File: config.mk
export PLATFORM = sky130hd
export DESIGN_NAME = dma_guard_arbiter
export DESIGN_NICKNAME = d
export VERILOG_FILES = /design/src/rtl/dma_guard_arbiter.sv
export SDC_FILE = /design/constraint.sdc
export NUM_CORES = 1
export LEC_CHECK = 0
export CAP_MARGIN = 20
export CORE_MARGIN = 2
export CORE_UTILIZATION = 39
export CTS_BUF_LIST = sky130_fd_sc_hd__clkbuf_16
export CTS_CLUSTER_SIZE = 40
export DETAILED_ROUTE_END_ITERATION = 12
export PLACE_DENSITY = 0.75
export SLEW_MARGIN = 30
export SYNTH_ARGS = -nofsm -noshare
export SYNTH_HDL_FRONTEND = slang
export SYNTH_SLANG_ARGS = --single-unit
File: constraint.sdc
create_clock -name clk -period 2.1 [get_ports clk]
set_input_delay 0.63 -clock clk [delete_from_list [all_inputs] [get_ports clk]]
set_output_delay 0.63 -clock clk [all_outputs]
set_load 0.1 [all_outputs]
File: src/rtl/dma_guard_arbiter.sv
`default_nettype none
// +----------------------------------------------------------------------------+
// | dma_guard_arbiter: two-channel DMA burst arbiter that blocks beats aimed  |
// | at protected stack/data and key regions and forces a kill/reset on hit.   |
// | Revision: 1.0                                                              |
// +----------------------------------------------------------------------------+
module dma_guard_arbiter #(
  parameter logic [15:0] SDATA_BASE    = 16'h0400,
  parameter logic [15:0] SDATA_SIZE    = 16'h0C00,
  parameter logic [15:0] KMEM_BASE     = 16'h6A00,
  parameter logic [15:0] KMEM_SIZE     = 16'h0040,
  parameter logic [15:0] RESET_HANDLER = 16'h0000
) (
  input  logic        clk,
  input  logic        reset_n,
  input  logic [15:0] pc,
  input  logic        ch0_req,
  input  logic [15:0] ch0_addr,
  input  logic [3:0]  ch0_len,
  input  logic        ch1_req,
  input  logic [15:0] ch1_addr,
  input  logic [3:0]  ch1_len,
  output logic        ch0_gnt,
  output logic        ch1_gnt,
  output logic        ch0_done,
  output logic        ch1_done,
  output logic [15:0] dma_addr,
  output logic        dma_en,
  input  logic        dma_ready,
  output logic        viol,
  output logic        viol_ch,
  output logic        kill_reset
);

  typedef enum logic [1:0] {
    IDLE  = 2'd0,
    BURST = 2'd1,
    KILL  = 2'd2
  } state_t;

  // Region ends computed in 17 bits so a region touching 16'hFFFF cannot wrap.
  localparam logic [16:0] SDATA_END = {1'b0, SDATA_BASE} + {1'b0, SDATA_SIZE};
  localparam logic [16:0] KMEM_END  = {1'b0, KMEM_BASE} + {1'b0, KMEM_SIZE};

  state_t      state, state_nxt;
  logic [15:0] cur_addr, cur_addr_nxt;
  logic [3:0]  remaining, remaining_nxt;
  logic        owner, owner_nxt;
  logic        last_gnt, last_gnt_nxt;
  logic        viol_nxt, viol_ch_nxt;
  logic        done0_nxt, done1_nxt;
  logic        sel;
  logic        hit_sdata, hit_kmem, hit;

  assign hit_sdata = ({1'b0, cur_addr} >= {1'b0, SDATA_BASE}) && ({1'b0, cur_addr} < SDATA_END);
  assign hit_kmem  = ({1'b0, cur_addr} >= {1'b0, KMEM_BASE})  && ({1'b0, cur_addr} < KMEM_END);
  assign hit       = hit_sdata || hit_kmem;

  always_ff @(posedge clk) begin
    if (!reset_n) begin
      state     <= KILL;
      cur_addr  <= 16'h0000;
      remaining <= 4'd0;
      owner     <= 1'b0;
      last_gnt  <= 1'b1;
      viol      <= 1'b0;
      viol_ch   <= 1'b0;
      ch0_done  <= 1'b0;
      ch1_done  <= 1'b0;
    end else begin
      state     <= state_nxt;
      cur_addr  <= cur_addr_nxt;
      remaining <= remaining_nxt;
      owner     <= owner_nxt;
      last_gnt  <= last_gnt_nxt;
      viol      <= viol_nxt;
      viol_ch   <= viol_ch_nxt;
      ch0_done  <= done0_nxt;
      ch1_done  <= done1_nxt;
    end
  end

  always_comb begin
    state_nxt     = state;
    cur_addr_nxt  = cur_addr;
    remaining_nxt = remaining;
    owner_nxt     = owner;
    last_gnt_nxt  = last_gnt;
    viol_nxt      = 1'b0;
    viol_ch_nxt   = viol_ch;
    done0_nxt     = 1'b0;
    done1_nxt     = 1'b0;
    ch0_gnt       = 1'b0;
    ch1_gnt       = 1'b0;
    dma_en        = 1'b0;
    kill_reset    = 1'b0;
    sel           = 1'b0;

    case (state)
      IDLE: begin
        if (ch0_req || ch1_req) begin
          // On a tie the channel not granted last time wins.
          sel           = (ch0_req && ch1_req) ? ~last_gnt : ch1_req;
          ch0_gnt       = ~sel;
          ch1_gnt       = sel;
          cur_addr_nxt  = sel ? ch1_addr : ch0_addr;
          remaining_nxt = sel ? ch1_len  : ch0_len;
          owner_nxt     = sel;
          last_gnt_nxt  = sel;
          state_nxt     = BURST;
        end
      end

      BURST: begin
        if (hit) begin
          viol_nxt    = 1'b1;
          viol_ch_nxt = owner;
          state_nxt   = KILL;
        end else begin
          dma_en = 1'b1;
          if (dma_ready) begin
            if (remaining == 4'd0) begin
              done0_nxt = ~owner;
              done1_nxt = owner;
              state_nxt = IDLE;
            end else begin
              cur_addr_nxt  = cur_addr + 16'd1;
              remaining_nxt = remaining - 4'd1;
            end
          end
        end
      end

      KILL: begin
        kill_reset = 1'b1;
        if (pc == RESET_HANDLER) begin
          state_nxt = IDLE;
        end
      end

      default: begin
        state_nxt = KILL;
      end
    endcase
  end

  assign dma_addr = dma_en ? cur_addr : 16'h0000;

endmodule
`default_nettype wire

==> results by group <==
GRT
  – First-pass GRT wire length: approximately 14 mm
  – Vias in the first global route: approximately 2,800
  – GR Util met2: 51.40%
  – Grt peak-use layer: met2
  – M3 GR Usage: about 3.3%
  – Global route total overflow: 0
  – Initial antenna violation count: 0
  – Tot GR Track Use: slightly below 30%
  – Largest net degree at the start of global routing: 30
  – GR Util met1: between 30% and 40%

Placement
  – Port bufs: between 80 and 90
  – HPWL after DPL: roughly 5.4 mm
  – Gpl congestion: around 0.86
  – DP Worst Slack: -0.5493 ns
  – Area after DPL: 3551 sq um

Final layout
  – Sequential cell area: around 570 sq um
  – Nets: between 400 and 500
  – Fillcell total: 324
  – ANT cells: 0
  – Design Area, Final: between 3000 and 4000 sq um
  – Share of cells above drive strength 1: between 30% and 40%
  – Multi-input gate area: around 1600 sq um
  – Area grow syn2layout: 93.86%

Logic synthesis
  – Most instantiated cells after synthesis: 55 x nand2_1, 31 x a21oi_1, 28 x dfxtp_1, 17 x nor2_1, 16 x and2_1
  – Syn_nets: about 360
  – Post-synth ARST share: 0%
  – Number of synthesized flops with an enable pin: 0
  – Synthesized area: approximately 2000 sq um
  – Yosys warnings: 0
  – Syn Inst Count: between 200 and 300
  – Synth top area cells: dfxtp_1 27%, nand2_1 10%, a21oi_1 7.5%, and2_1 4.9%, nor3_1 3.6%
  – Unique masters post-synth: about 50
  – Top-area cell type share of the netlist area: 27.22%
  – Flop and latch count out of synthesis: 28
  – Synth Area per Inst: about 7.0 sq um
  – Synth area leader: dfxtp_1
  – Most common cell in the netlist: nand2_1
  – Sequential area share after synthesis: 27.22%
  – Main synth FF type: dfxtp_1

Worst setup path
  – Reg2reg setup slack: -0.14 ns
  – CP top delay family: simple AND/OR/NAND/NOR gates
  – Largest fanout on the critical path: 2
  – R2r startpoint: cur_addr[6]
  – Crit start category: flip-flop
  – Setup crit end kind: output pin
  – CP required: ~1.5 ns
  – Crit Reg-Reg Endpoint: cur_addr[10]
  – R2R cell count: 9
  – Kind of critical path: flip-flop to output pin
  – WP data arrival: 2.07 ns
  – Stages on the worst setup path: 7
  – Critical Path Start: cur_addr[6]
  – WP buf/inv: 3
  – Crit path max-delay cell type: or4b_4
  – Largest stage delay, worst path: between 0.5 and 0.6 ns
  – CP Capture Point: dma_addr[11]
  – Critical Path, Cell by Cell: or4b_4, o21ai_4, buf_6, and3_4, buf_4, nor3_4, buf_12

CTS
  – Clock Latency Late Sink: about 0.27 ns
  – CTS Hold Bufs: 0
  – CTS tree: done
  – CTS Buf Count: 3
  – Root buf cell: clkbuf_16
  – Longest Clk Path Bufs: 2
  – CTS clk-pin slew, worst paths: ~0.080 ns
  – Sink Count: 28
  – H-tree Lvls: 1

Outcome
  – Outcome: finished with violations
  – Failing checks: negative setup slack

STA
  – Final setup viols: 28
  – RSZ-0062 raised after global routing: yes
  – Fmax: approximately 370 MHz
  – Least-Margin Pin Slew: about 0.67 ns
  – Pins Over Slew Limit: 0
  – Relative slew margins: between 50% and 60%
  – Minimum clock period: 2.696 ns
  – Final worst slack: -0.5955 ns
  – Final hold violation count: 0
  – Period utilisation layout: 128.4%
  – Worst Skew: 0.004084 ns

Drt
  – Detailed-route via count: roughly 2,900
  – 1st-iter DRT viols: between 300 and 400
  – Routed wire length per instance: 19.59 um
  – Vias per cell: around 6.0
  – Detail Route Antenna Nets: 0
  – Pre-antenna DRT Iters: 6
  – DRC Markers: 0
  – Routed WL: 9.403 mm

Job
  – Max-capacitance violation count: 0

Floorplan
  – Starting Density: slightly above 40%
  – Num ports: 85
  – # rows: 26
  – Die Span Y: between 70 and 80 um
  – Die width: 76.67 um
  – Die ar.: approximately 5900 sq um
  – Core Box Area: approximately 5100 sq um

Hold path
  – Hold Path Origin: owner
  – Worst hold path type: flip-flop to flip-flop

Power
  – Max VDD drop: around 0.31 mV
  – Power per cell area: around 450 nW/um^2
  – Static Leak: between 1.5 and 2 nW
[final cells by class]
type	count	area share, %
Tap cell	70	2.194
Multi-Input combinational cell	232	40.24
Inverter	11	1.034
Sequential cell	28	14.26
Timing Repair Buffer	135	39.64
Clock inverter	1	0.7521
Clock buffer	3	1.880
[worst min path at each step]
| stage | endpoint | cells after the start |
|---|---|---|
| 4_1_cts | ch0_done | 1 |
| 5_1_grt | ch0_done | 1 |
| 3_5_place_dp | ch0_done | 1 |
| 2_1_floorplan | ch0_done | 1 |
| 3_3_place_gp | ch1_done | 2 |
| 6_report | ch0_done | 1 |
[stage by stage]
stage          power, mW  cells  TNS, ns  hold WS, ns  util, %
6_report           1.806    480   -8.795       0.4789    78.17
5_1_grt            1.866    480   -9.527       0.5119    78.17
4_1_cts            1.740    476   -7.486       0.4739    75.75
3_5_place_dp       1.090    461   -14.51       0.4561    69.52
3_3_place_gp       1.075    461   -12.83       0.4516    69.52
2_1_floorplan     0.8503    295   -2.874       0.4255        -
[sequential cells by signal, indices dropped and copies added, names as in the netlist]
register   flops
ch0_done       1
ch1_done       1
cur_addr      16
last_gnt       1
owner          1
remaining      4
state          2
viol           1
viol_ch        1
[cells by family after synthesis]
kind of cell,share of synthesized area [%]
fa+ha+maj,1.823
simple gates,34.39
compound gates,27.10
mux,1.944
flops,27.22
buf+inv,7.533
[layout by cell type, fill, tap and decap left out, drive strengths merged, types with 2 or more instances in the layout]
master	n
o22ai	3
a21oi	34
buf	76
nor2b	3
a311o	3
clkdlybuf4s50	54
and3	7
nand2	58
and2	16
nand4	5
o221a	3
a211oi	2
ha	3
clkbuf	4
or3	2
nor3	15
a31oi	3
o21bai	4
dlygate4sd2	4
nor4	5
nand3	8
o32ai	7
a211o	4
dfxtp	28
nor2	17
and4	2
inv	11
mux2i	4
o21ai	7
o21a	3
o31a	2
[per-layer routing]
metal / vias up / share of wire, %
li1: 1288 / -
met1: 1353 / 37
met2: 180 / 50
met3: 48 / 7.6
met4: 0 / 4.7
met5: - / 0
[power by group]
group          switching, mW  internal, mW  total, mW  leakage [nW]
clock network          0.211         0.381      0.592        0.0511
registers             0.0305         0.559      0.589         0.230
logic                  0.292         0.333      0.625          1.30
[worst register-to-register path, cell delays in order (launching register included)]
cell and delay, ns:
dfxtp_2 0.32, or4b_4 0.57, o21ai_4 0.21, buf_6 0.13, buf_4 0.09, a311o_2 0.24, buf_12 0.15, buf_12 0.12
a21oi_2 0.04, o221a_2 0.25
[what timing repair did]
item	in CTS	in global routing
pin swaps	14	19
hold endpoints to repair	0	0
cloned	2	1
endpoints found under the setup margin	41	39
gates resized for setup	34	24
setup buffers	10	6
Power figures use the tool's default switching activity.
